**src/rtl/led_cnt_multi.sv**
```systemverilog
// led_cnt_multi: NUM_CH independent LED channels, each OFF / ON / BLINK / ONESHOT.
// Ports: clk100, rst (async, active-high), cfg_valid/cfg_ready write handshake,
//   cfg_ch/cfg_mode/cfg_period write payload, cfg_err invalid-channel pulse,
//   leds_o LED drive, done_o ONESHOT completion pulses, version constant.
// Build option: define LED_CNT_ONESHOT_EN to include ONESHOT mode and done_o.
module led_cnt_multi #(
    parameter int          NUM_CH     = 2,
    parameter int          CNT_W      = 27,
    parameter int          PERIOD_RST = 50_000_000,
    parameter logic [31:0] VERSION    = 32'hAAAA_0700,
    localparam int         CH_W       = (NUM_CH > 1) ? $clog2(NUM_CH) : 1
) (
    input  logic              clk100,
    input  logic              rst,
    input  logic              cfg_valid,
    output logic              cfg_ready,
    input  logic [CH_W-1:0]   cfg_ch,
    input  logic [1:0]        cfg_mode,
    input  logic [CNT_W-1:0]  cfg_period,
    output logic              cfg_err,
    output logic [NUM_CH-1:0] leds_o,
    output logic [NUM_CH-1:0] done_o,
    output logic [31:0]       version
);

    localparam logic [1:0] M_OFF   = 2'd0;
    localparam logic [1:0] M_ON    = 2'd1;
    localparam logic [1:0] M_BLINK = 2'd2;
    localparam logic [1:0] M_ONE   = 2'd3;

    localparam logic [31:0]      NUM_CH_U = NUM_CH;
    localparam logic [CNT_W-1:0] PER_RST  = CNT_W'(PERIOD_RST);
    localparam logic [CNT_W-1:0] ONE      = CNT_W'(1);

    logic [1:0]       mode_q   [NUM_CH];
    logic [1:0]       mode_d   [NUM_CH];
    logic [CNT_W-1:0] period_q [NUM_CH];
    logic [CNT_W-1:0] period_d [NUM_CH];
    logic [CNT_W-1:0] cnt_q    [NUM_CH];
    logic [CNT_W-1:0] cnt_d    [NUM_CH];
    logic [CNT_W-1:0] per_eff  [NUM_CH];
    logic [NUM_CH-1:0] led_q, led_d;
    logic [NUM_CH-1:0] wr, last;
    logic             rdy_q, rdy_d;
    logic             err_q, err_d;
    logic             acc, ch_ok;
    logic [1:0]       ld_mode;
    logic             ld_led;
`ifdef LED_CNT_ONESHOT_EN
    logic [NUM_CH-1:0] done_q, done_d;
`endif

    assign version   = VERSION;
    assign leds_o    = led_q;
    assign cfg_ready = rdy_q;
    assign cfg_err   = err_q;
`ifdef LED_CNT_ONESHOT_EN
    assign done_o    = done_q;
`else
    assign done_o    = '0;
`endif

    always_comb begin
        acc   = cfg_valid && rdy_q;
        ch_ok = {{(32-CH_W){1'b0}}, cfg_ch} < NUM_CH_U;
        // ready drops for exactly the cycle after an accept
        rdy_d = !acc;
        err_d = acc && !ch_ok;

        ld_mode = cfg_mode;
`ifndef LED_CNT_ONESHOT_EN
        if (cfg_mode == M_ONE) begin
            ld_mode = M_OFF;
        end
`endif
        ld_led = (ld_mode == M_ON) || (ld_mode == M_ONE);

        led_d = led_q;
`ifdef LED_CNT_ONESHOT_EN
        done_d = '0;
`endif
        for (int i = 0; i < NUM_CH; i++) begin
            mode_d[i]   = mode_q[i];
            period_d[i] = period_q[i];
            cnt_d[i]    = cnt_q[i];
            wr[i]       = acc && ch_ok && (cfg_ch == CH_W'(i));
            // period 0 behaves as period 1
            per_eff[i]  = (period_q[i] == '0) ? ONE : period_q[i];
            last[i]     = (cnt_q[i] == per_eff[i] - ONE);

            if (wr[i]) begin
                // a write overrides any same-cycle wrap or completion
                mode_d[i]   = ld_mode;
                period_d[i] = cfg_period;
                cnt_d[i]    = '0;
                led_d[i]    = ld_led;
            end else begin
                case (mode_q[i])
                    M_ON: begin
                        led_d[i] = 1'b1;
                        cnt_d[i] = '0;
                    end
                    M_BLINK: begin
                        if (last[i]) begin
                            cnt_d[i] = '0;
                            led_d[i] = ~led_q[i];
                        end else begin
                            cnt_d[i] = cnt_q[i] + ONE;
                        end
                    end
`ifdef LED_CNT_ONESHOT_EN
                    M_ONE: begin
                        if (last[i]) begin
                            cnt_d[i]  = '0;
                            led_d[i]  = 1'b0;
                            mode_d[i] = M_OFF;
                            done_d[i] = 1'b1;
                        end else begin
                            cnt_d[i] = cnt_q[i] + ONE;
                            led_d[i] = 1'b1;
                        end
                    end
`endif
                    default: begin
                        led_d[i] = 1'b0;
                        cnt_d[i] = '0;
                    end
                endcase
            end
        end
    end

    always_ff @(posedge clk100 or posedge rst) begin
        if (rst) begin
            rdy_q <= 1'b0;
            err_q <= 1'b0;
            led_q <= '0;
`ifdef LED_CNT_ONESHOT_EN
            done_q <= '0;
`endif
            for (int i = 0; i < NUM_CH; i++) begin
                mode_q[i]   <= M_BLINK;
                period_q[i] <= PER_RST;
                cnt_q[i]    <= '0;
            end
        end else begin
            rdy_q <= rdy_d;
            err_q <= err_d;
            led_q <= led_d;
`ifdef LED_CNT_ONESHOT_EN
            done_q <= done_d;
`endif
            for (int i = 0; i < NUM_CH; i++) begin
                mode_q[i]   <= mode_d[i];
                period_q[i] <= period_d[i];
                cnt_q[i]    <= cnt_d[i];
            end
        end
    end

endmodule

```
**config.mk**
```make
export PLATFORM = sky130hd
export DESIGN_NAME = led_cnt_multi
export DESIGN_NICKNAME = d
export VERILOG_FILES = /design/src/rtl/led_cnt_multi.sv
export SDC_FILE = /design/constraint.sdc
export NUM_CORES = 1
export LEC_CHECK = 0
export CAP_MARGIN = 10
export CORE_MARGIN = 8
export CORE_UTILIZATION = 59
export DETAILED_ROUTE_END_ITERATION = 8
export PLACE_DENSITY = 0.8
export SLEW_MARGIN = 10
export SYNTH_ARGS = -nofsm -noshare
export SYNTH_HDL_FRONTEND = slang
export SYNTH_SLANG_ARGS = --single-unit
```
**constraint.sdc**
```tcl
create_clock -name clk100 -period 10.8 [get_ports clk100]
set_input_delay 1.62 -clock clk100 [delete_from_list [all_inputs] [get_ports clk100]]
set_output_delay 1.62 -clock clk100 [all_outputs]
set_load 0.01 [all_outputs]
```
==> results of run 1 <==
[synthesized netlist by cell type (5+ instances only)]
cell	instances
o21ai_0	16
nand3_1	29
inv_1	18
nor4_1	25
nor3_1	49
o211ai_1	6
and4_1	11
buf_4	37
ha_1	8
a21oi_1	9
clkbuf_1	28
mux2_2	55
nor3b_1	5
xor2_1	45
or4_1	11
dfstp_2	26
xnor2_1	65
nand4_1	21
nand2b_1	10
dfrtp_1	89
nand2_1	40
and3_1	7
or3_1	7
o41ai_1	5
nor2_1	53
nor2b_1	9
[power by group through the flow]
stage | combinational [W] | sequential (W) | clock, W
2_1_floorplan | 0.000206 | 0.000539 | 0
3_3_place_gp | 0.000232 | 0.000569 | 0
3_5_place_dp | 0.000239 | 0.000572 | 0
4_1_cts | 0.000242 | 0.000566 | 0.000539
5_1_grt | 0.000268 | 0.000577 | 0.000558
6_report | 0.000243 | 0.000569 | 0.000531
[sequential cells by signal, summed over array words and instances (netlist names)]
register / count
cnt_q: 54
mode_q: 4
period_q: 54
leds_o: 2
cfg_ready: 1
[metal layers]
layer / global-route usage (%) / part of all wire [%] / vias up
li1: - / - / 2746
met1: 30.4 / 45 / 2881
met2: 35.8 / 46 / 263
met3: 5.16 / 7.6 / 27
met4: 6.71 / 1.4 / 0
met5: 0 / 0 / -
[metrics by stage]
| step | worst slack [ns] | total power [W] |
|---|---|---|
| floorplan | 6.18 | 0.000745 |
| global placement | 6.25 | 0.000801 |
| detailed placement | 6.17 | 0.000811 |
| CTS | 6.13 | 0.00135 |
| global route | 5.72 | 0.00140 |
| finish | 6.05 | 0.00134 |
[final cells by class]
cell class | instances | area share (%)
Multi-Input combinational cell | 594 | 50.0
Sequential cell | 115 | 35.3
Clock buffer | 23 | 5.79
Timing Repair Buffer | 38 | 4.52
Tap cell | 172 | 2.61
Clock inverter | 9 | 0.955
Inverter | 18 | 0.849
[path summary, 6_finish.rpt]
check | start | end | slack, ns | cells after the start
setup / recovery | period_q[40]$_DFFE_PP1P_ | cnt_q[40]$_DFF_PP0_ | 6.05 | 13
hold / removal | cfg_ready$_DFF_PP0_ | cfg_ready$_DFF_PP0_ | 0.48 | 1
setup reg to reg | period_q[40]$_DFFE_PP1P_ | cnt_q[40]$_DFF_PP0_ | 6.05 | 13
hold reg to reg | cfg_ready$_DFF_PP0_ | cfg_ready$_DFF_PP0_ | 0.48 | 1
max in group asynchronous | rst | period_q[35]$_DFFE_PP0P_ | 7.88 | 3
min in group asynchronous | rst | cnt_q[50]$_DFF_PP0_ | 1.63 | 2
[logic make-up (layout without fill, tap and decap cells)]
family	after synthesis	after routing	share of synthesized area, %
XOR/XNOR	110	110	13.0
multiplexers	59	59	8.91
AO/OA/AOI/OAI	78	78	7.52
flip-flops	115	115	39.3
adder cells (fa/ha/maj)	8	8	1.35
AND/OR/NAND/NOR	304	304	23.2
buffers and inverters	87	88	6.59
other	2	35	0.101
==> impl_summary.txt, run 1 <==
----------------------------------------------------
[Run status]
  Result of the run ... completed

[Placement]
  Post-detailed-placement cell area ... 0.00769 mm²
  Final RePlAce weighted congestion ... 0.950
  PortBufs ... 35
  Total instance count after detailed placement ... 937
  Detailed placer's ending HPWL ... 13400 µm

[Clock network]
  Clock Root Buffer ... clkbuf_16
  TritonCTS clock tree ... yes
  Total of cells resized after clock tree synthesis ... 0
  Clk buf depth ... 2
  Hold buffer count at cts ... 0
  Clock buffer count from CTS ... 17
  Clock sink count ... 115
  Clock input transition at the sequential cells of the worst setup and hold paths ... 0.05 ns
  Clock insertion delay at the later pin of the skew report ... 0.42 ns
  Post-CTS setup repair buffer count ... 0
  H-Tree Level Count ... 4

[Power]
  Power share of the clock group ... 39.5%
  Switching portion of total power ... 30.0%
  Power per cell area ... 163 mW/mm²
  Sequential Power Share ... 42.4%
  Total leakage power ... 3.08 nW
  Internal power summed over all cells ... 0.000941 W
  Share of total power in combinational logic ... 18.1%
  Switching power ... 0.000403 W
  Peak ir drop on the vdd network ... 0.106 mV

[Synthesis]
  Number of library cell types mapped by synthesis ... 65
  Summed instance area of the synthesized netlist ... 0.00740 mm²
  Part of the Yosys area used for sequential elements ... 39.3%
  Gate count of the mapped netlist ... 763
  Cell types occupying the most area after synthesis ... dfrtp_1 30%, dfstp_2 9.2%, mux2_2 8.4%, xnor2_1 7.7%, xor2_1 5.3%
  Yosys synthesis warning count ... 0
  Top_reg_cell synth ... dfrtp_1
  Largest area contributor in the netlist ... dfrtp_1
  Top cell type's share of synthesized area ... 30.1%
  Average cell area after synthesis ... 9.70 µm²
  Fraction of registers with async set/reset ... 100%
  Total of flip-flops plus latches after synthesis ... 115
  Count of flip-flops with a built-in enable after synthesis ... 0

[Layout]
  Most common library cell in the layout ignoring fill and taps ... dfrtp_1
  Final core utilization ... 66.5%
  Multi-input gate area ... 0.00413 mm²
  FF/Latch Area ... 0.00291 mm²
  Filler Cells Inserted ... 1008
  Area overhead of the layout relative to synthesis ... 11.5%
  Number of antenna repair diodes ... 0
  Fraction of layout cells with a size suffix above 1 ... 15.9%
  Post-layout net count ... 825
  Top library cells by usage in the layout, fill and taps aside ... 89 x dfrtp_1, 65 x xnor2_1, 55 x mux2_2
  Final standard cell area without fillers ... 0.00825 mm²
  Non-filler instance count after layout ... 969

[Timing]
  Actual transition at the worst max-transition pin ... 0.979 ns
  Fraction of the cycle the final worst path needs ... 44.0%
  Hold Slack ... 0.483 ns
  Slew Viols, Final ... 0
  Unrepaired setup endpoints after global routing ... false
  Minimum period implied by the final worst setup slack ... 4.75 ns
  Setup violators final ... 0
  Final-layout setup total negative slack ... 0 ns
  Layout Skew ... 0.00641 ns
  Final hold vios ... 0
  Fmax ... 0.211 GHz
  Slew HR ... 34.6%

[Die]
  Chip height ... 128 µm
  Number of top-level design ports ... 71
  Floorplan die area ... 0.0164 mm²
  Die outline width ... 128 µm
  Effective utilization at floorplan ... 59.6%
  Core area ... 0.0124 mm²
  Count of standard-cell rows ... 41

[Detailed routing]
  Total vias in the final route ... 5917
  Wire length per cell after detailed routing ... 18.6 µm
  Drc violations ... 0
  First-pass DRT Iterations ... 5
  Routed via count divided by cell count ... 6.11
  Total detailed-routing wirelength ... 18000 µm
  Iter 0 DRT Violations ... 442
  Antenna viol nets, final ... 0

[Global route]
  Wire length of the first global-routing pass ... 29300 µm
  Largest net degree at the start of global routing ... 70
  Vias in the first global route ... 5735
  Total congestion overflow after global routing ... 0
  Number of antenna violations at the first check in global routing ... 0
  Overall track demand over capacity in global routing ... 22.6%

[Worst hold path]
  Path type of the worst min-delay path ... reg -> reg

[Critical path]
  Required time reported for the critical path endpoint ... 11.05 ns
  Largest fanout on the critical path ... 27
  Slowest library cell on the worst path ... nor3b_1
  Arrival time of data at the critical path endpoint ... 5.00 ns
  Largest delay share family, worst path ... simple AND/OR/NAND/NOR gates
  Critical Path Source Type ... flop
  Ordered cell list for the critical path ... nor4_1, and4_1, a31oi_1, ha_1, nor3b_1, nand2_1, nor4_1, a21oi_1, a2111o_1, or4_4, nor4_4, buf_4, nor3_1
  Most common cell on crit path ... nor4_1
  Type of the setup path with the least slack ... reg -> reg
  Kind of end point of the critical path ... flop
  Buffers & Inverters on Critical Path ... 1
  Slowest Stage Delay on Critical Path ... 0.81 ns

[Run]
  Max-capacitance violation count ... 0

----------------------------------------------------
No activity file was read; power rests on OpenSTA's default activity.
==> inputs of run 2 (changes only) <==
- CORE_UTILIZATION: 59 -> 58
- PLACE_DENSITY: 0.8 -> 0.79
- clock period: 10.8 -> 4.5 ns (I/O delays scaled with it)
==> run 2 against run 1 <==
Net effect:
- worst setup slack got worse by 5.9 ns
- clock power rose to 2.6 times the previous value
- power rose to 2.5 times the previous value
- critical path depth did not move
- maximum frequency rose by 9.7%
- via count rose by 0.54%
- design area rose by 2.9%
- die area rose by 1.5%
- clock-buffer cell count fell by 3
- wire length rose by 3.2%
- register-to-register slack got worse by 5.9 ns
- clock skew rose by 0.0029 ns
- largest cell class unchanged
==> impl_summary.txt, run 2 (synthesis results as in run 1) <==
----------------------------------------------------
[Run status]
  Result of the run ... completed

[Power]
  Peak ir drop on the vdd network ... 0.304 mV (+190%)
  Power share of the clock group ... 41.0% (+1.5 points)
  Switching power ... 0.000986 W (+140%)
  Power per cell area ... 400 mW/mm² (+150%)
  Share of total power in combinational logic ... 19.5% (+1.4 points)
  Switching portion of total power ... 29.0% (-0.94 points)
  Sequential Power Share ... 39.5% (-2.9 points)
  Internal power summed over all cells ... 0.00241 W (+160%)
  Total leakage power ... 3.20 nW (+3.9%)

[Detailed routing]
  Total detailed-routing wirelength ... 18600 µm (+3.2%)
  Antenna viol nets, final ... 0 (unchanged)
  Drc violations ... 0 (unchanged)
  First-pass DRT Iterations ... 6 (+1)
  Wire length per cell after detailed routing ... 18.9 µm (+1.4%)
  Total vias in the final route ... 5949 (+0.54%)
  Iter 0 DRT Violations ... 453 (+2.5%)
  Routed via count divided by cell count ... 6.03 (-1.2%)

[Placement]
  Place WS ... -0.0210 ns (-6.19 ns)
  PortBufs ... 35 (unchanged)
  Post-detailed-placement cell area ... 0.00786 mm² (+2.1%)
  Detailed placer's ending HPWL ... 13900 µm (+4.2%)
  Final RePlAce weighted congestion ... 0.898 (-5.5%)

[Die]
  Floorplan die area ... 0.0166 mm² (+1.5%)
  Chip height ... 129 µm (+0.75%)
  Effective utilization at floorplan ... 59.1% (-0.49 points)
  Die outline width ... 129 µm (+0.75%)
  Count of standard-cell rows ... 41 (unchanged)
  Core area ... 0.0125 mm² (+0.83%)
  Number of top-level design ports ... 71 (unchanged)

[Layout]
  Most common library cell in the layout ignoring fill and taps ... dfrtp_1
  Number of antenna repair diodes ... 0 (unchanged)
  Final core utilization ... 67.8% (+1.3 points)
  Largest registers ranked by flip-flop count ... cnt_q (54), period_q (54), mode_q (4)
  Fraction of layout cells with a size suffix above 1 ... 18.7% (+2.7 points)
  Post-layout net count ... 843 (+2.2%)
  Area overhead of the layout relative to synthesis ... 14.7%
  Final standard cell area without fillers ... 0.00849 mm² (+2.9%)
  Top library cells by usage in the layout, fill and taps aside ... 89 x dfrtp_1, 65 x xnor2_1, 55 x mux2_2

[Clock network]
  Clk buf depth ... 2 (unchanged)
  Hold buffer count at cts ... 0 (unchanged)
  H-Tree Level Count ... 4 (unchanged)
  Clock Root Buffer ... clkbuf_16
  Post-CTS setup repair buffer count ... 0 (unchanged)
  Clock insertion delay at the later pin of the skew report ... 0.43 ns (about the same)
  Clock sink count ... 115 (unchanged)
  Clock buffer count from CTS ... 17 (unchanged)
  TritonCTS clock tree ... yes
  Clock input transition at the sequential cells of the worst setup and hold paths ... 0.06 ns (about the same)

[Timing]
  Layout Skew ... 0.00931 ns (+0.00290 ns)
  Fraction of the cycle the final worst path needs ... 96.2% (+52 points)
  Actual transition at the worst max-transition pin ... 0.874 ns (-0.105 ns)
  Minimum period implied by the final worst setup slack ... 4.33 ns (-0.419 ns)
  Slew HR ... 41.6% (+7.0 points)
  Unrepaired setup endpoints after global routing ... false
  Final hold vios ... 0 (unchanged)
  Slew Viols, Final ... 0 (unchanged)
  Setup violators final ... 0 (unchanged)
  Final worst-path setup slack ... 0.171 ns (-5.88 ns)
  Fmax ... 0.231 GHz (+9.7%)

[Critical path]
  Type of the setup path with the least slack ... reg -> reg
  Required time reported for the critical path endpoint ... 4.81 ns (-6.24 ns)
  Kind of end point of the critical path ... flop
  Critical Path Source Type ... flop
  Arrival time of data at the critical path endpoint ... 4.64 ns (-0.36 ns)
  Reg-to-reg critical path startpoint ... period_q[12]$_DFFE_PP1P_
  Largest fanout on the critical path ... 27 (unchanged)
  Worst setup startpoint ... period_q[12]$_DFFE_PP1P_

[Global route]
  Largest net degree at the start of global routing ... 52 (-26%)
  Overall track demand over capacity in global routing ... 23.2% (+0.58 points)
  Vias in the first global route ... 5734 (-0.017%)
  Total congestion overflow after global routing ... 0 (unchanged)
  Number of antenna violations at the first check in global routing ... 0 (unchanged)
  Wire length of the first global-routing pass ... 30100 µm (+2.8%)

[Worst hold path]
  Path type of the worst min-delay path ... reg -> reg
  Start point of the worst min-delay path ... cfg_ready$_DFF_PP0_

[Run]
  Max-capacitance violation count ... 0 (unchanged)

----------------------------------------------------
-- run 2: cell type report --
class,instances,area (µm²)
Multi-Input combinational cell,594,4160
Fill cell,947,4030
Sequential cell,115,2910
Timing Repair Buffer,56,533
Clock buffer,20,437
Tap cell,172,215
Clock inverter,11,161
Inverter,18,70.1
-- run 2: per-layer routing --
| layer | routed length, µm | vias up | share of wire [%] | global-route usage [%] |
|---|---|---|---|---|
| met2 | 8380 | 206 | 45 | 35.6 |
| met1 | 8720 | 2949 | 47 | 32.0 |
| met4 | 166 | 0 | 0.89 | 5.74 |
| met5 | 0 | - | 0 | 0 |
| li1 | - | 2777 | - | - |
| met3 | 1340 | 17 | 7.2 | 6.12 |
-- run 2: power groups by stage --
stage | registers (W) | logic, W | clock network (W)
after global placement | 0.00135 | 0.000628 | 0
after floorplan | 0.00129 | 0.000495 | 0
after global routing | 0.00136 | 0.000725 | 0.00146
after detailed placement | 0.00135 | 0.000645 | 0
final | 0.00134 | 0.000661 | 0.00139
after CTS | 0.00133 | 0.000652 | 0.00141
-- run 2: final timing paths --
path,end,slack [ns],cells after the start
worst max-delay path,cnt_q[12]$_DFF_PP0_,0.17,13
worst min-delay path,cfg_ready$_DFF_PP0_,0.48,1
worst max register to register,cnt_q[12]$_DFF_PP0_,0.17,13
worst min register to register,cfg_ready$_DFF_PP0_,0.48,1
max in group asynchronous,mode_q[1]$_DFFE_PP1P_,2.89,3
min in group asynchronous,cnt_q[48]$_DFF_PP0_,0.69,2
-- run 2: per-stage QoR --
| stage | TNS [ns] | std cells | hold WS (ns) | power [W] |
|---|---|---|---|---|
| global route | 0 | 986 | 0.517 | 0.00354 |
| global placement | 0 | 955 | 0.456 | 0.00197 |
| detailed placement | -0.244 | 955 | 0.480 | 0.00199 |
| CTS | 0 | 986 | 0.487 | 0.00339 |
| finish | 0 | 986 | 0.481 | 0.00340 |
| floorplan | 0 | 796 | 0.467 | 0.00179 |
-- run 2: worst max-delay path, cell delays in order (launching register included) --
cell,delay (ns)
dfstp_2,0.61
nor4_1,0.12
and4_2,0.33
a41oi_2,0.23
ha_2,0.26
or4b_1,0.50
or3_4,0.38
or4_1,0.44
a2111oi_0,0.36
nor4b_2,0.24
and4_2,0.31
nand3b_2,0.16
buf_12,0.17
nor2_1,0.07
-- run 2: what timing repair did --
| item | CTS | global route |
|---|---|---|
| resized for setup | 1 | 7 |
| gates cloned | 0 | 0 |
| pin swaps | 0 | 1 |
| endpoints found under the setup margin | 28 | 56 |
==> inputs of run 3 (changes only) <==
- CORE_ASPECT_RATIO: default -> 1.5
==> run 3 against run 2 <==
Net effect:
- maximum frequency decreased by 1.2%
- via count increased by 1.3%
- wire length increased by 4.2%
- die area increased by 0.45%
- worst setup slack got worse by 0.053 ns
- worst hold slack improved by 0.0098 ns
- clock skew about the same
- sequential share of layout area unchanged
- global-route usage increased by 0.56 points
- clock power about the same
- largest power group unchanged
==> impl_summary.txt, run 3 (synthesis results as in run 1) <==
----------------------------------------------------
[Run status]
  Result of the run ... completed

[Layout]
  Final standard cell area without fillers ... 0.00849 mm² (unchanged)
  Number of antenna repair diodes ... 0 (unchanged)
  Area overhead of the layout relative to synthesis ... 14.7% (unchanged)
  Most common library cell in the layout ignoring fill and taps ... dfrtp_1
  Largest registers ranked by flip-flop count ... cnt_q (54), period_q (54), mode_q (4)
  Multi-input gate area ... 0.00414 mm² (-0.45%)
  Final core utilization ... 68.2% (+0.37 points)
  Top library cells by usage in the layout, fill and taps aside ... 89 x dfrtp_1, 65 x xnor2_1, 55 x mux2_2
  Filler Cells Inserted ... 981 (+3.6%)
  FF/Latch Area ... 0.00291 mm² (unchanged)
  Fraction of layout cells with a size suffix above 1 ... 18.6% (-0.091 points)
  Post-layout net count ... 846 (+0.36%)

[Critical path]
  Largest delay share family, worst path ... simple AND/OR/NAND/NOR gates
  Largest fanout on the critical path ... 27 (unchanged)
  Worst R2R End ... cnt_q[42]$_DFF_PP0_
  Critical path depth in cells ... 13 (unchanged)
  Reg2reg setup slack ... 0.12 ns (-0.05 ns)
  Number of cells on the worst reg-to-reg path ... 13 (unchanged)
  Ordered cell list for the critical path ... nor4_1, and4_1, a31oi_2, ha_1, nor3b_2, and4b_1, a211o_1, a21boi_0, o21ai_0, or4_4, nor4_4, buf_12, nor3_1
  Arrival time of data at the critical path endpoint ... 4.62 ns (-0.02 ns)
  Reg-to-reg critical path startpoint ... period_q[31]$_DFFE_PP0P_
  Type of the setup path with the least slack ... reg -> reg
  Kind of end point of the critical path ... flop
  Buffers & Inverters on Critical Path ... 1 (unchanged)
  Worst setup startpoint ... period_q[31]$_DFFE_PP0P_
  Slowest library cell on the worst path ... nor4_1
  Capturing instance or port of the critical path ... cnt_q[42]$_DFF_PP0_
  Slowest Stage Delay on Critical Path ... 0.65 ns (+0.04 ns)
  Critical Path Source Type ... flop
  Required time reported for the critical path endpoint ... 4.73 ns (-0.08 ns)

[Global route]
  Number of antenna violations at the first check in global routing ... 0 (unchanged)
  Overall track demand over capacity in global routing ... 23.8% (+0.56 points)
  Total congestion overflow after global routing ... 0 (unchanged)
  Wire length of the first global-routing pass ... 31600 µm (+4.7%)
  Vias in the first global route ... 6198 (+8.1%)
  Largest net degree at the start of global routing ... 83 (+60%)

[Power]
  Peak ir drop on the vdd network ... 0.226 mV (-26%)
  Total leakage power ... 3.23 nW (+0.78%)
  Power per cell area ... 401 mW/mm² (+0.34%)
  Post-route total power ... 0.00341 W (+0.34%)

[Detailed routing]
  Drc violations ... 0 (unchanged)
  Antenna viol nets, final ... 0 (unchanged)
  Iter 0 DRT Violations ... 267 (-41%)
  Wire length per cell after detailed routing ... 19.9 µm (+5.5%)
  Total detailed-routing wirelength ... 19400 µm (+4.2%)
  Routed via count divided by cell count ... 6.19 (+2.6%)
  Total vias in the final route ... 6028 (+1.3%)
  First-pass DRT Iterations ... 6 (unchanged)

[Die]
  Die outline width ... 108 µm (-16%)
  Floorplan die area ... 0.0167 mm² (+0.45%)
  Effective utilization at floorplan ... 59.4% (+0.32 points)
  Number of top-level design ports ... 71 (unchanged)
  Count of standard-cell rows ... 50 (+22%)
  Chip height ... 154 µm (+20%)
  Core area ... 0.0124 mm² (-0.54%)

[Placement]
  Post-detailed-placement cell area ... 0.00786 mm² (about the same)
  PortBufs ... 35 (unchanged)
  Detailed placer's ending HPWL ... 14600 µm (+5.0%)
  Final RePlAce weighted congestion ... 1.05 (+16%)

[Clock network]
  Clock insertion delay at the later pin of the skew report ... 0.41 ns (-0.02 ns)
  Hold buffer count at cts ... 0 (unchanged)
  Clock Root Buffer ... clkbuf_16
  Clock input transition at the sequential cells of the worst setup and hold paths ... 0.05 ns (about the same)
  H-Tree Level Count ... 4 (unchanged)
  Clock buffer count from CTS ... 17 (unchanged)
  Clk buf depth ... 2 (unchanged)
  Clock sink count ... 115 (unchanged)
  TritonCTS clock tree ... yes
  Post-CTS setup repair buffer count ... 0 (unchanged)

[Timing]
  Final-layout setup total negative slack ... 0 ns (unchanged)
  Fraction of the cycle the final worst path needs ... 97.4% (+1.2 points)
  Actual transition at the worst max-transition pin ... 0.968 ns (+0.0938 ns)
  Slew HR ... 35.5% (-6.1 points)
  Setup violators final ... 0 (unchanged)
  Minimum period implied by the final worst setup slack ... 4.38 ns (+0.0534 ns)
  Hold Slack ... 0.491 ns (+0.00981 ns)
  Final hold vios ... 0 (unchanged)
  Slew Viols, Final ... 0 (unchanged)
  Layout Skew ... 0.00901 ns (-0.000301 ns)
  Fmax ... 0.228 GHz (-1.2%)
  Unrepaired setup endpoints after global routing ... false

[Worst hold path]
  Path type of the worst min-delay path ... reg -> reg
  Start point of the worst min-delay path ... cfg_ready$_DFF_PP0_

[Run]
  Max-capacitance violation count ... 0 (unchanged)

----------------------------------------------------
[run 3: worst reg2reg max path: stages (launching register included)]
cell	delay, ns
dfrtp_1	0.38
nor4_1	0.65
and4_1	0.46
a31oi_2	0.16
ha_1	0.27
nor3b_2	0.23
and4b_1	0.28
a211o_1	0.29
a21boi_0	0.14
o21ai_0	0.21
or4_4	0.60
nor4_4	0.22
buf_12	0.22
nor3_1	0.09
[run 3: final cells by class]
class | instances | area share (%)
multi-input combinational | 594 | 48.8
timing repair buffer | 59 | 6.54
inverter | 18 | 0.825
tap | 156 | 2.30
sequential | 115 | 34.3
clock buffer | 23 | 5.75
clock inverter | 9 | 1.49
[run 3: power by group]
group | total, W | switching [W] | internal (W)
Clock | 0.00139 | 0.000467 | 0.000926
Sequential | 0.00134 | 0.000163 | 0.00118
Combinational | 0.000677 | 0.000354 | 0.000323
[run 3: per-layer routing]
layer / vias to the layer above / wire length (µm) / GRT usage, %
met5: - / 0 / 0
li1: 2794 / - / -
met4: 0 / 889 / 12.9
met1: 2984 / 7300 / 25.1
met2: 192 / 10400 / 43.1
met3: 58 / 777 / 3.99
[run 3: worst min-delay path by stage]
| stage | end | slack, ns | cells after the start |
|---|---|---|---|
| after floorplan | mode_q[1]$_DFFE_PP1P_ | 0.47 | 2 |
| after global placement | cfg_ready$_DFF_PP0_ | 0.45 | 1 |
| after detailed placement | cfg_ready$_DFF_PP0_ | 0.47 | 1 |
| after CTS | cfg_ready$_DFF_PP0_ | 0.48 | 1 |
| after global routing | mode_q[1]$_DFFE_PP1P_ | 0.53 | 2 |
| final | cfg_ready$_DFF_PP0_ | 0.49 | 1 |
[run 3: what timing repair did]
item                                    in CTS  in global routing
endpoints found under the setup margin      27                 53
resized for setup                            1                  2
pin swaps                                    0                  0
[run 3: stage by stage]
step           setup WS [ns]  std cells
6_report               0.117        974
5_1_grt               0.0171        974
4_1_cts                0.117        974
3_5_place_dp         -0.0302        942
3_3_place_gp         0.00177        942
2_1_floorplan          0.171        796
